**src/rtl/deserializer.sv**
```systemverilog
// SPI receive side: oversamples n_cs/spi_clk/mosi in the clk domain,
// assembles {opcode, addr, data} MSB first and hands it off via valid/ready.
module deserializer #(
  parameter int ADDRW   = 8,
  parameter int OPCODEW = 2,
  parameter int DATAW   = 8
) (
  input  logic               clk,
  input  logic               rst,
  input  logic               n_cs,
  input  logic               spi_clk,
  input  logic               mosi,
  input  logic               ready_in,
  output logic               valid_out,
  output logic [OPCODEW-1:0] opcode_out,
  output logic [ADDRW-1:0]   addr_out,
  output logic [DATAW-1:0]   data_out,
  output logic               busy,
  output logic               err
);

  localparam int FRAME_W = OPCODEW + ADDRW + DATAW;
  localparam int CW      = $clog2(FRAME_W + 1);

  typedef enum logic [1:0] {
    IDLE,
    SHIFT,
    DONE
  } state_t;

  state_t state_q, state_d;

  logic cs_s1, cs_s2, cs_q;
  logic sck_s1, sck_s2, sck_q;
  logic mosi_s1, mosi_s2;

  logic [FRAME_W-1:0] shreg;
  logic [FRAME_W-1:0] frame_next;
  logic [CW-1:0]      cnt;

  logic rise, cs_fall, cs_rise;
  logic complete, abort, overrun, load;

  // two-flop synchronizers plus one history flop for edge detection
  always_ff @(posedge clk) begin
    if (rst) begin
      cs_s1   <= 1'b1;
      cs_s2   <= 1'b1;
      cs_q    <= 1'b1;
      sck_s1  <= 1'b0;
      sck_s2  <= 1'b0;
      sck_q   <= 1'b0;
      mosi_s1 <= 1'b0;
      mosi_s2 <= 1'b0;
    end else begin
      cs_s1   <= n_cs;
      cs_s2   <= cs_s1;
      cs_q    <= cs_s2;
      sck_s1  <= spi_clk;
      sck_s2  <= sck_s1;
      sck_q   <= sck_s2;
      mosi_s1 <= mosi;
      mosi_s2 <= mosi_s1;
    end
  end

  assign rise       = ~sck_q & sck_s2;
  assign cs_fall    = cs_q & ~cs_s2;
  assign cs_rise    = ~cs_q & cs_s2;
  assign frame_next = {shreg[FRAME_W-2:0], mosi_s2};

  // FSM state register
  always_ff @(posedge clk) begin
    if (rst) state_q <= IDLE;
    else     state_q <= state_d;
  end

  // next state; a final bit wins over a coincident cs_rise
  always_comb begin
    state_d  = state_q;
    complete = 1'b0;
    abort    = 1'b0;
    unique case (state_q)
      IDLE: begin
        if (cs_fall) state_d = SHIFT;
      end
      SHIFT: begin
        if (rise && cnt == CW'(FRAME_W - 1)) begin
          state_d  = DONE;
          complete = 1'b1;
        end else if (cs_rise) begin
          state_d = IDLE;
          abort   = 1'b1;
        end
      end
      DONE: begin
        if (cs_rise) state_d = IDLE;
      end
      default: state_d = IDLE;
    endcase
  end

  // FSM outputs
  always_comb begin
    busy = (state_q == SHIFT);
  end

  // shift register and bit counter
  always_ff @(posedge clk) begin
    if (rst) begin
      shreg <= '0;
      cnt   <= '0;
    end else if (state_q == IDLE && cs_fall) begin
      shreg <= '0;
      cnt   <= '0;
    end else if (state_q == SHIFT && rise) begin
      shreg <= frame_next;
      cnt   <= cnt + CW'(1);
    end
  end

  assign load    = complete & (~valid_out | ready_in);
  assign overrun = complete & valid_out & ~ready_in;

  // single-entry output holding register and error pulse
  always_ff @(posedge clk) begin
    if (rst) begin
      valid_out  <= 1'b0;
      opcode_out <= '0;
      addr_out   <= '0;
      data_out   <= '0;
      err        <= 1'b0;
    end else begin
      err <= abort | overrun;
      if (load) begin
        valid_out  <= 1'b1;
        opcode_out <= frame_next[FRAME_W-1 -: OPCODEW];
        addr_out   <= frame_next[DATAW +: ADDRW];
        data_out   <= frame_next[DATAW-1:0];
      end else if (valid_out && ready_in) begin
        valid_out <= 1'b0;
      end
    end
  end

endmodule

```
**config.mk**
```make
export PLATFORM = sky130hd
export DESIGN_NAME = deserializer
export DESIGN_NICKNAME = d
export VERILOG_FILES = /design/src/rtl/deserializer.sv
export SDC_FILE = /design/constraint.sdc
export NUM_CORES = 1
export LEC_CHECK = 0
export BUFFER_PORTS_ARGS = -buffer_cell sky130_fd_sc_hd__buf_4
export CELL_PAD_IN_SITES_DETAIL_PLACEMENT = 1
export CELL_PAD_IN_SITES_GLOBAL_PLACEMENT = 1
export CORE_MARGIN = 2
export CORE_UTILIZATION = 30
export CTS_BUF_LIST = sky130_fd_sc_hd__clkbuf_8
export DETAILED_ROUTE_END_ITERATION = 8
export GPL_TIMING_DRIVEN = 0
export PLACE_DENSITY = 0.59
export SYNTH_ARGS = -nofsm -noshare
export SYNTH_HDL_FRONTEND = slang
export SYNTH_SLANG_ARGS = --single-unit
```
**constraint.sdc**
```tcl
create_clock -name clk -period 1.8 [get_ports clk]
set_input_delay 0.09 -clock clk [delete_from_list [all_inputs] [get_ports clk]]
set_output_delay 0.09 -clock clk [all_outputs]
set_load 0.005 [all_outputs]
```
## After elaboration in Yosys (flattened, before gate mapping)

Cells that the tools add are included.

| word-level totals | value |
|---|---|
| register bits after elaboration | 52 |
| input port bits | 6 |
| output and inout port bits | 21 |
| logic and storage cells | 52 |

| operators by class | value |
|---|---|
| $add $sub $neg | 1 |
| equal/unequal tests | 4 |
| mux-type cells | 11 |
| bitwise operators | 13 |
| reductions and logical operators | 7 |

Operators by type and width:

| cell | count |
|---|---|
| two-way mux 1 bit | 7 |
| AND 1 bit | 6 |
| two-way mux 2 bit | 3 |
| case mux 2 bit (3 select lines) | 1 |
| adder 5 x 1 -> 5 bit (second input constant) | 1 |
| equality test 5 bit (second input constant) | 1 |
| inverter 1 bit | 5 |
| logical AND 1 bit | 4 |
| equality test 2 x 1 -> 1 bit (second input constant) | 1 |
| equality test 2 bit (second input constant) | 1 |
| logical NOT 2 bit | 1 |
| inequality test 2 bit (second input constant) | 1 |
| bitwise OR 1 bit | 2 |
| nonzero test 2 bit | 1 |
| OR reduction 2 bit | 1 |

## Longest topological paths before layout

Gate-level depths: netlist of run 1.

| depth | value |
|---|---|
| depth in word-level cells | 8 |
| gate-level depth with buffers | 7 |
| depth with buffers taken out | 5 |

## Worst setup path after synthesis of run 1

Ideal clock, no wire load.

| timing path | value |
|---|---|
| path kind | reg-to-reg |
| start point | register cnt[0] |
| end point | register addr_out[1] |
| setup time | 0.072 ns |
| data arrival time | 1.434 ns |
| data required time | 1.728 ns |
| slack | 0.295 ns |
| stages on the path, launching flop included | 7 |
| path buffers | 2 |
| period minus slack after synthesis | 1.505 ns |
| cell sequence | dfxtp_1 > ha_1 > and4bb_2 > and4_4 > buf_6 > buf_8 > mux2i_1 |

| on the way | value |
|---|---|
| cells in the longest elaborated chain, start to end | 5 |

RTL lines:

| element | line | source |
|---|---|---|
| start: declaration | 39 | `logic [CW-1:0] cnt;` |
| start signal: assignment | 118 | `cnt <= cnt + CW'(1);` |
| equality test 5 bit | 88 | `if (rise && cnt == CW'(FRAME_W - 1)) begin` |
| logical AND 1 bit | 88 |  |
| two-way mux 1 bit | 88 |  |
| two-way mux 1 bit | 83 | `unique case (state_q)` |
| AND 1 bit | 122 | `assign load = complete & (~valid_out \| ready_in);` |
| end signal: assignment | 138 | `addr_out <= frame_next[DATAW +: ADDRW];` |
| end: declaration | 16 | `output logic [ADDRW-1:0] addr_out,` |

No other way between the ends.
A chain may end at the register's enable or synchronous reset.

## Worst setup path in the final report of run 1

| timing path | value |
|---|---|
| start point | register cnt[1] |
| end point | register data_out[7] |

| on the way | value |
|---|---|
| cells in the longest elaborated chain, start to end | 5 |

RTL lines:

| element | line | source |
|---|---|---|
| equality test 5 bit | 88 |  |
| logical AND 1 bit | 88 |  |
| two-way mux 1 bit | 88 |  |
| two-way mux 1 bit | 83 |  |
| AND 1 bit | 122 |  |
| end signal: assignment | 139 | `data_out <= frame_next[DATAW-1:0];` |
| end: declaration | 17 | `output logic [DATAW-1:0] data_out,` |

No other way between the ends.

==> impl_metrics.toml, run 1 <==
[setup_path]
worstPathMaxFanout = 10
regToRegSetupSlack_ps = 140
worstSetupStartpointType = "flip-flop"
r2r_end = "data_out[7]"
worst-setup-path-type = "flip-flop to flip-flop"
crit_path_max_incr_delay_ps = 350
rr_worst_depth = 7
crit_path_cell_trace = "inv_1 -> ha_1 -> and4bb_2 -> and4_4 -> buf_6 -> buf_8 -> mux2i_1"
cp.required_ps = 2040
r2r-start = "cnt[1]"
cp_slowest_cell = "dfxtp_1"
critPathBufInv = 3
worstPathArrival_ps = 1900
endpoint_kind = "flip-flop"
crit_family = "simple AND/OR/NAND/NOR gates"

[route]
wl_um = 4230
drcViolationCount = 0
drt_iter0_drc = 46
postRouteAntennaNets = 0
viasPerCell = 4.69
drtPass1Iterations = 4
vias = 1565
wl_per_cell_um = 12.7

[status]
outcome = "finished clean"

[cts]
numCtsBuffers = 5
ctsHtreeMaxLevel = 2
cts_tree = "yes"
clockBufferDepth = 2
insertion_delay_ps = 300
cts_root_buf = "clkbuf_8"
clkSinkCount = 52
clkSlewWorstSetupHoldPaths_ps = 90
post_cts.repair.setup_buffers = 0

[cells_and_area]
diodes = 0
drive_gt1_share_pct = 16.3
final-seq-area_um2 = 1040
finalNetCount = 265
utilization_pct = 37.6
nFillCells = 775
area_delta_synth_final_pct = 20.9
multiInputGateArea_um2 = 860
final-instance-count-excl-fill = 334

[synthesis]
yosysWarnings = 0
syn_nets = 228
ys_async_sr_fraction_pct = 0
netlist_area_um2 = 1990
synth_xor_area_share_pct = 0.441
synth-seq-cells = 52
ys_types = 33
synth.area.top_cells = "dfxtp_1 52%, nand2_1 13%, mux2i_1 9.1%, a21oi_1 5.8%, nor2b_1 1.9%"
synth_top_family_by_area = "simple AND/OR/NAND/NOR gates"
yosysMostFrequentCell = "nand2_1"
synth.avg_cell_area_um2 = 9.03
yosysTopAreaCell = "dfxtp_1"
synth_fa_ha_area_share_pct = 1.26
synth_top_area_share_pct = 52.4
synth-compound-area-share_pct = 9.14
synth_common_cells = "71 x nand2_1, 52 x dfxtp_1, 23 x a21oi_1, 18 x mux2i_1, 9 x clkbuf_1"
synthSimpleGateAreaFrac_pct = 23.4
synthMuxAreaShare_pct = 9.07
synth_edf_count = 0
netlist_instances = 220
synthFlopType = "dfxtp_1"
yosysSeqAreaShare_pct = 52.4

[placed_design]
place_ws_ps = 88.9
hpwl_um = 2950
gp_congestion = 0.726
dp.cells = 323
io_buffers = 26

[pwr]
vdd_drop_max_v = 0.000490
p_leak_uw = 0.000848
power.total_uw = 1880
powerDensity_nw_per_um2 = 784

[timing]
fin_tns_setup_ps = 0
period_needed_ps = 1660
fin_ws_ps = 136
rsz0062_at_grt = "false"
maxSlewViolCount = 0
fin_crit_sh_pct = 92.5
fin_skew_ps = 2.68
maxSlewHeadroom_pct = 65.3
worst_slew_pin_slew_ps = 521
fmax_ghz = 0.601
finalSetupViolations = 0
finalHoldViolCount = 0

[floorplanning]
die_area_um2 = 7290
num_rows = 29
io_pins = 27
die_h_um = 85.4
start_util_pct = 31.1
coreArea_um2 = 6390
fp.dieW_um = 85.4

[grt]
grt_pass1_vias = 1552
grt_max_degree = 16
antenna_found_initial = 0
grt_pass1_wl_um = 7240
grt_usage_pct = 12.7
grt_overflow = 0

[min_path]
min_from = "rst"
min_to = "cnt[4]"
whs_path_depth = 4
hp-class = "input pin to flip-flop"

[job]
drv_cap = 0
[report_power, final]
part / internal (uW) / leakage, uW / switching, uW
registers: 1160 / 0.000421 / 6.20
clock network: 264 / 0.0000400 / 382
logic: 28.7 / 0.000387 / 42.0
total: 1450 / 0.000848 / 430
[cells in the final DEF, fill, tap and decap left out, types with 4 or more instances in the layout]
cell type | Yosys | routed
nand2_1 | 71 | 71
dfxtp_1 | 52 | 51
buf_4 | 0 | 26
a21oi_1 | 23 | 23
mux2i_1 | 18 | 18
clkbuf_1 | 9 | 9
nor2b_1 | 6 | 6
clkbuf_8 | 0 | 5
dlygate4sd3_1 | 0 | 4
[sequential cells by signal (all words and copies together), names as in the netlist]
name,cells
sck_s1,1
cs_s1,1
opcode_out,2
state_q,2
cs_s2,1
cnt,5
mosi_s1,1
err,1
cs_q,1
addr_out,8
sck_q,1
sck_s2,1
mosi_s2,1
valid_out,1
shreg,17
data_out,8
[area by class of cell]
class / instances / area share [%]
flip-flops and latches: 52 / 43.4
multi-input cells: 151 / 35.8
repair buffers: 30 / 9.80
well taps: 77 / 4.01
plain buffers: 13 / 2.92
clock buffers: 5 / 2.87
inverters: 4 / 0.626
clock inverters: 2 / 0.521
[through the flow]
| stage | hold WS (ps) | area [um2] |
|---|---|---|
| after floorplan | 162 | 1990 |
| after global placement | 275 | 2280 |
| after detailed placement | 273 | 2280 |
| after CTS | 76.7 | 2400 |
| after global routing | 107 | 2400 |
| final | 76.6 | 2400 |
[kinds of logic (layout without fill, tap and decap cells)]
group                      count (synthesis)  in the layout
and+or+nand+nor                           99             99
DFF                                       52             52
AOI/OAI and AO/OA                         31             31
muxes                                     18             18
buffers and inverters                     17             54
adders and majority gates                  2              2
xor gates and xnor gates                   1              1
[worst reg2reg max path: stages (launching register included)]
cell and delay [ps]:
dfxtp_1 350, inv_1 60, ha_1 150, and4bb_2 270, and4_4 230, buf_6 170, buf_8 180, mux2i_1 200
[layer usage]
layer | track usage [%] | routed length, um | up-vias
met1 | 16.0 | 2070 | 738
met2 | 20.5 | 1950 | 23
met5 | 0 | 0 | -
met4 | 5.19 | 76 | 0
li1 | - | - | 797
met3 | 3.21 | 139 | 7
[worst max path at each step]
stage           start     endpoint  slack (ps)  cells after the start
2_1_floorplan  cnt[0]  addr_out[1]         290                      6
3_3_place_gp   cnt[0]  addr_out[3]         120                      6
3_5_place_dp   cnt[0]  data_out[7]          90                      6
4_1_cts        cnt[0]  data_out[7]          50                      6
5_1_grt        cnt[1]  data_out[7]          20                      7
6_report       cnt[1]  data_out[7]         140                      7
[what timing repair did]
item | CTS | global route
hold buffers | 4 | 0
resized for setup | 0 | 1
hold endpoints to repair | 4 | 0
setup endpoints to repair | 0 | 10
Note: power is estimated with default switching activity, not from simulation.
==> run 2, diff against run 1 <==
Clock period 1.8 ns to 1.6 ns, I/O delays scaled along.
==> impl_metrics.toml, run 2 (synthesis gave the netlist of run 1 again) <==
[grt]
grt_usage_pct = 12.6
grt_use_met1_pct = 15.8
grt.busiest_layer = "met2"
grt_pass1_vias = 1536
grt_pass1_wl_um = 7180
antenna_found_initial = 0
grt_max_degree = 19
grt_use_met3_pct = 3.21
grt_overflow = 0
gr-usage-met2_pct = 20.4

[setup_path]
worst-setup-path-type = "flip-flop to flip-flop"
worstSetupStartpointType = "flip-flop"
endpoint_kind = "flip-flop"
worstPathMaxFanout = 9
worstPathArrival_ps = 1740
cp.required_ps = 1840

[timing]
maxSlewHeadroom_pct = 65.4
fin_crit_sh_pct = 93.8
rsz0062_at_grt = "false"
maxSlewViolCount = 0
fin_skew_ps = 3.28
worst_slew_pin_slew_ps = 520
period_needed_ps = 1500
fin_ws_ps = 98.9
finalHoldViolCount = 0
fmax_ghz = 0.666
finalSetupViolations = 0

[cts]
cts_tree = "yes"
clockBufferDepth = 2
ctsHtreeMaxLevel = 2
numCtsBuffers = 5
post_cts.repair.setup_buffers = 0
clkSlewWorstSetupHoldPaths_ps = 90
insertion_delay_ps = 300
cts_root_buf = "clkbuf_8"
clkSinkCount = 52

[placed_design]
gp_congestion = 0.726
io_buffers = 26
hpwl_um = 2950
place_ws_ps = -111
dp.cells = 323

[route]
vias = 1562
drt_iter0_drc = 41
postRouteAntennaNets = 0
wl_per_cell_um = 12.9
wl_um = 4320
drtPass1Iterations = 4
drcViolationCount = 0
viasPerCell = 4.68

[cells_and_area]
drive_gt1_share_pct = 17.9
final_cell_mix = "71 x nand2_1, 49 x dfxtp_1, 26 x buf_4"
diodes = 0
area_delta_synth_final_pct = 22.2
largest_reg_flops = 17
final-instance-count-excl-fill = 334
top_regs = "shreg (17), addr_out (8), data_out (8)"
utilization_pct = 38.0
largest-register = "shreg"
final_common_cell = "nand2_1"
finalNetCount = 265

[floorplanning]
io_pins = 27
num_rows = 29
start_util_pct = 31.1
die_h_um = 85.4
die_area_um2 = 7290
fp.dieW_um = 85.4
coreArea_um2 = 6390

[pwr]
vdd_drop_max_v = 0.000550
power.total_uw = 2120
p_leak_uw = 0.000860
powerDensity_nw_per_um2 = 873

[min_path]
hp-class = "input pin to flip-flop"

[job]
drv_cap = 0

[status]
outcome = "finished clean"
## run 2: cell type report
cell class,count,area [um2]
flip-flops and latches,52,1050
repair buffers,31,260
clock buffers,5,68.8
plain buffers,12,66.3
well taps,77,96.3
clock inverters,2,12.5
fillers,772,3960
inverters,4,15.0
multi-input cells,151,860
## run 2: through the flow
stage | hold WS [ps] | TNS, ps | instance area, um2
after floorplan | 152 | 0 | 1990
after global placement | 265 | -637 | 2280
after detailed placement | 263 | -873 | 2280
after CTS | 66.7 | 0 | 2390
after global routing | 97.8 | 0 | 2430
final | 67.8 | 0 | 2430
## run 2: path summary, 6_finish.rpt
path	start	cells after the start	slack, ps	to
worst max register to register	cnt[1]	6	100	data_out[7]
worst min-delay path	rst	4	70	cnt[1]
worst min register to register	cs_s1	1	420	cs_s2
worst max-delay path	cnt[1]	6	100	data_out[7]
## run 2: report_power, final
| part | internal (uW) | switching [uW] | total, uW |
|---|---|---|---|
| Sequential | 1300 | 6.97 | 1310 |
| Combinational | 32.7 | 47.4 | 80.1 |
| Clock | 297 | 431 | 728 |
| Total | 1630 | 485 | 2120 |
## run 2: worst max-delay path, cell delays in order (launching register included)
cell and delay, ps:
dfxtp_2 340, inv_1 50, ha_1 150, and4bb_2 270, and4_4 260, buf_12 150, mux2i_1 190
## run 2: what timing repair did
action / 4_1_cts / 5_1_grt
endpoints found under the setup margin: 10 / 29
hold endpoints to repair: 4 / 0
pin swaps: 0 / 1
cloned: 0 / 1
gates resized for setup: 2 / 8
hold buffers: 4 / 0
## run 2: layer usage
layer / share of wire (%) / wire length (um)
met4: 1.8 / 76
met1: 48 / 2080
met2: 47 / 2020
met5: 0 / 0
met3: 3.3 / 141
==> run 3, diff against run 2 <==
Settings changed: ABC_AREA set to 1, PLACE_DENSITY 0.59 to 0.61.
==> impl_metrics.toml, run 3 <==
[status]
outcome = "finished clean"

[synthesis]
synth.avg_cell_area_um2 = 7.44
synth.area.top_cells = "dfxtp_1 51%, nand2_1 15%, nor2_1 8.7%, inv_1 5.9%, a21oi_1 5.6%"
synth_top_area_share_pct = 51.1
ys_async_sr_fraction_pct = 0
yosysSeqAreaShare_pct = 51.1
yosysTopAreaCell = "dfxtp_1"
synthFlopType = "dfxtp_1"
yosysMostFrequentCell = "nand2_1"
syn_nets = 282
synth_edf_count = 0
synth-seq-cells = 52
ys_types = 27
netlist_instances = 274
synth_common_cells = "82 x nand2_1, 52 x dfxtp_1, 47 x nor2_1, 32 x inv_1, 23 x a21oi_1"
yosysWarnings = 0
netlist_area_um2 = 2040

[placed_design]
hpwl_um = 3060
io_buffers = 26
gp_congestion = 0.754
place_ws_ps = -23.4

[setup_path]
crit_family = "simple AND/OR/NAND/NOR gates"
worstSetupStartpointType = "flip-flop"
rr_worst_depth = 8
cp.required_ps = 1850
r2r_end = "addr_out[5]"
worstPathMaxFanout = 6
crit_path_cell_trace = "ha_2 -> nand2_2 -> nor2_4 -> nand4_4 -> buf_8 -> nand2_1 -> nand2_1 -> nor2_1"
worst-setup-path-type = "flip-flop to flip-flop"
cp-endpoint = "addr_out[5]"
critPathBufInv = 1
cp_slowest_cell = "dfxtp_2"
critPathLaunch = "cnt[0]"
r2r-start = "cnt[0]"
path_common_cell = "nand2_1"
regToRegSetupSlack_ps = 150
worstPathArrival_ps = 1690
crit_path_max_incr_delay_ps = 380
crit_cells = 8
endpoint_kind = "flip-flop"

[cts]
clockBufferDepth = 2
numCtsBuffers = 5
cts_tree = "yes"
clkSinkCount = 52
insertion_delay_ps = 310
ctsHtreeMaxLevel = 2
clkSlewWorstSetupHoldPaths_ps = 100
cts_root_buf = "clkbuf_8"

[job]
drv_cap = 0

[timing]
fmax_ghz = 0.691
worst_slew_pin_slew_ps = 536
maxSlewViolCount = 0
fin_crit_sh_pct = 90.5
rsz0062_at_grt = "false"
finalHoldViolCount = 0
maxSlewHeadroom_pct = 64.3
fin_ws_ps = 152
period_needed_ps = 1450
finalSetupViolations = 0
fin_tns_setup_ps = 0
holdWs_ps = 86.0
fin_skew_ps = 7.99

[pwr]
vdd_drop_max_v = 0.000367
p_leak_uw = 0.00119
powerDensity_nw_per_um2 = 872
power.total_uw = 2210

[floorplanning]
die_h_um = 86.4
coreArea_um2 = 6680
io_pins = 27
num_rows = 30
start_util_pct = 30.5
fp.dieW_um = 86.4
die_area_um2 = 7470

[route]
viasPerCell = 4.32
vias = 1706
postRouteAntennaNets = 0
wl_per_cell_um = 11.5
drcViolationCount = 0
wl_um = 4530
drt_iter0_drc = 51
drtPass1Iterations = 4

[cells_and_area]
drive_gt1_share_pct = 19.0
diodes = 0
largest_reg_flops = 17
area_delta_synth_final_pct = 24.2
nFillCells = 863
utilization_pct = 37.9
largest-register = "shreg"
final_cell_mix = "81 x nand2_1, 50 x dfxtp_1, 47 x nor2_1"
top_regs = "shreg (17), addr_out (8), data_out (8)"
finalNetCount = 323
final-seq-area_um2 = 1040
final_common_cell = "nand2_1"
multiInputGateArea_um2 = 808

[grt]
grt_pass1_wl_um = 7550
grt_pass1_vias = 1672
grt_overflow = 0
grt_max_degree = 15
grt_usage_pct = 13.0
antenna_found_initial = 0

[min_path]
min_from = "rst"
hp-class = "input pin to flip-flop"
-- run 3: cell count changes after synthesis, sizes merged, moves of 3 or more --
cell    change
nand3       +5
nand2      +12
nand2b      -3
mux2i      -18
or3         -3
buf         +3
inv        +30
nor2       +48
nor2b       -6
clkbuf      -5
-- run 3: cells by family (layout without fill, tap and decap cells) --
kind of cell    count (synthesis)  after routing  share of synthesized area, %
flops                          52             52                          51.1
compound gates                 25             25                          6.14
fa+ha+maj                       2              2                          1.23
buf+inv                        45             86                          9.51
simple gates                  148            148                          31.2
xor+xnor                        2              2                         0.860
-- run 3: power by group --
group | leakage (uW) | switching (uW) | internal, uW | total [uW]
Combinational | 0.000717 | 48.8 | 29.8 | 78.7
Clock | 0.0000503 | 434 | 387 | 820
Sequential | 0.000421 | 5.02 | 1300 | 1310
Total | 0.00119 | 487 | 1720 | 2210
-- run 3: per-layer routing --
layer | GRT usage [%] | share of wire, % | vias up
li1 | - | - | 905
met2 | 20.6 | 45 | 19
met3 | 3.14 | 2.9 | 7
met4 | 5.54 | 1.9 | 0
met1 | 16.8 | 50 | 775
met5 | 0 | 0 | -
-- run 3: cell type report --
cell class                 instances  share of cell area [%]
buffer                            11                    2.96
sequential                        52                    41.2
clock buffer                       7                    3.80
inverter                          34                    5.09
timing repair buffer              34                    11.1
multi-input combinational        177                    31.9
tap                               80                    3.95
-- run 3: worst reg2reg max path: stages (launching register included) --
cell	delay, ps
dfxtp_2	380
ha_2	190
nand2_2	70
nor2_4	110
nand4_4	200
buf_8	210
nand2_1	50
nand2_1	50
nor2_1	120
-- run 3: how the worst min path moves through the flow --
stage                       to  cells past startpoint
floorplan                cs_s1                      1
global placement         cs_s1                      2
detailed placement       cs_s1                      2
CTS                     cnt[1]                      4
global route        state_q[0]                      4
finish                  cnt[1]                      4
-- run 3: what timing repair did --
item | in CTS | in global routing
setup buffers | 2 | 2
hold buffers | 3 | 0
hold endpoints to repair | 3 | 0
gates cloned | 0 | 1
setup endpoints to repair | 10 | 17
gates resized for setup | 1 | 7
pin swaps | 0 | 2
-- run 3: per-stage QoR --
| stage | cells | area (um2) |
|---|---|---|
| 6_report | 395 | 2530 |
| 5_1_grt | 395 | 2530 |
| 4_1_cts | 392 | 2480 |
| 3_5_place_dp | 380 | 2330 |
| 3_3_place_gp | 380 | 2330 |
| 2_1_floorplan | 274 | 2040 |
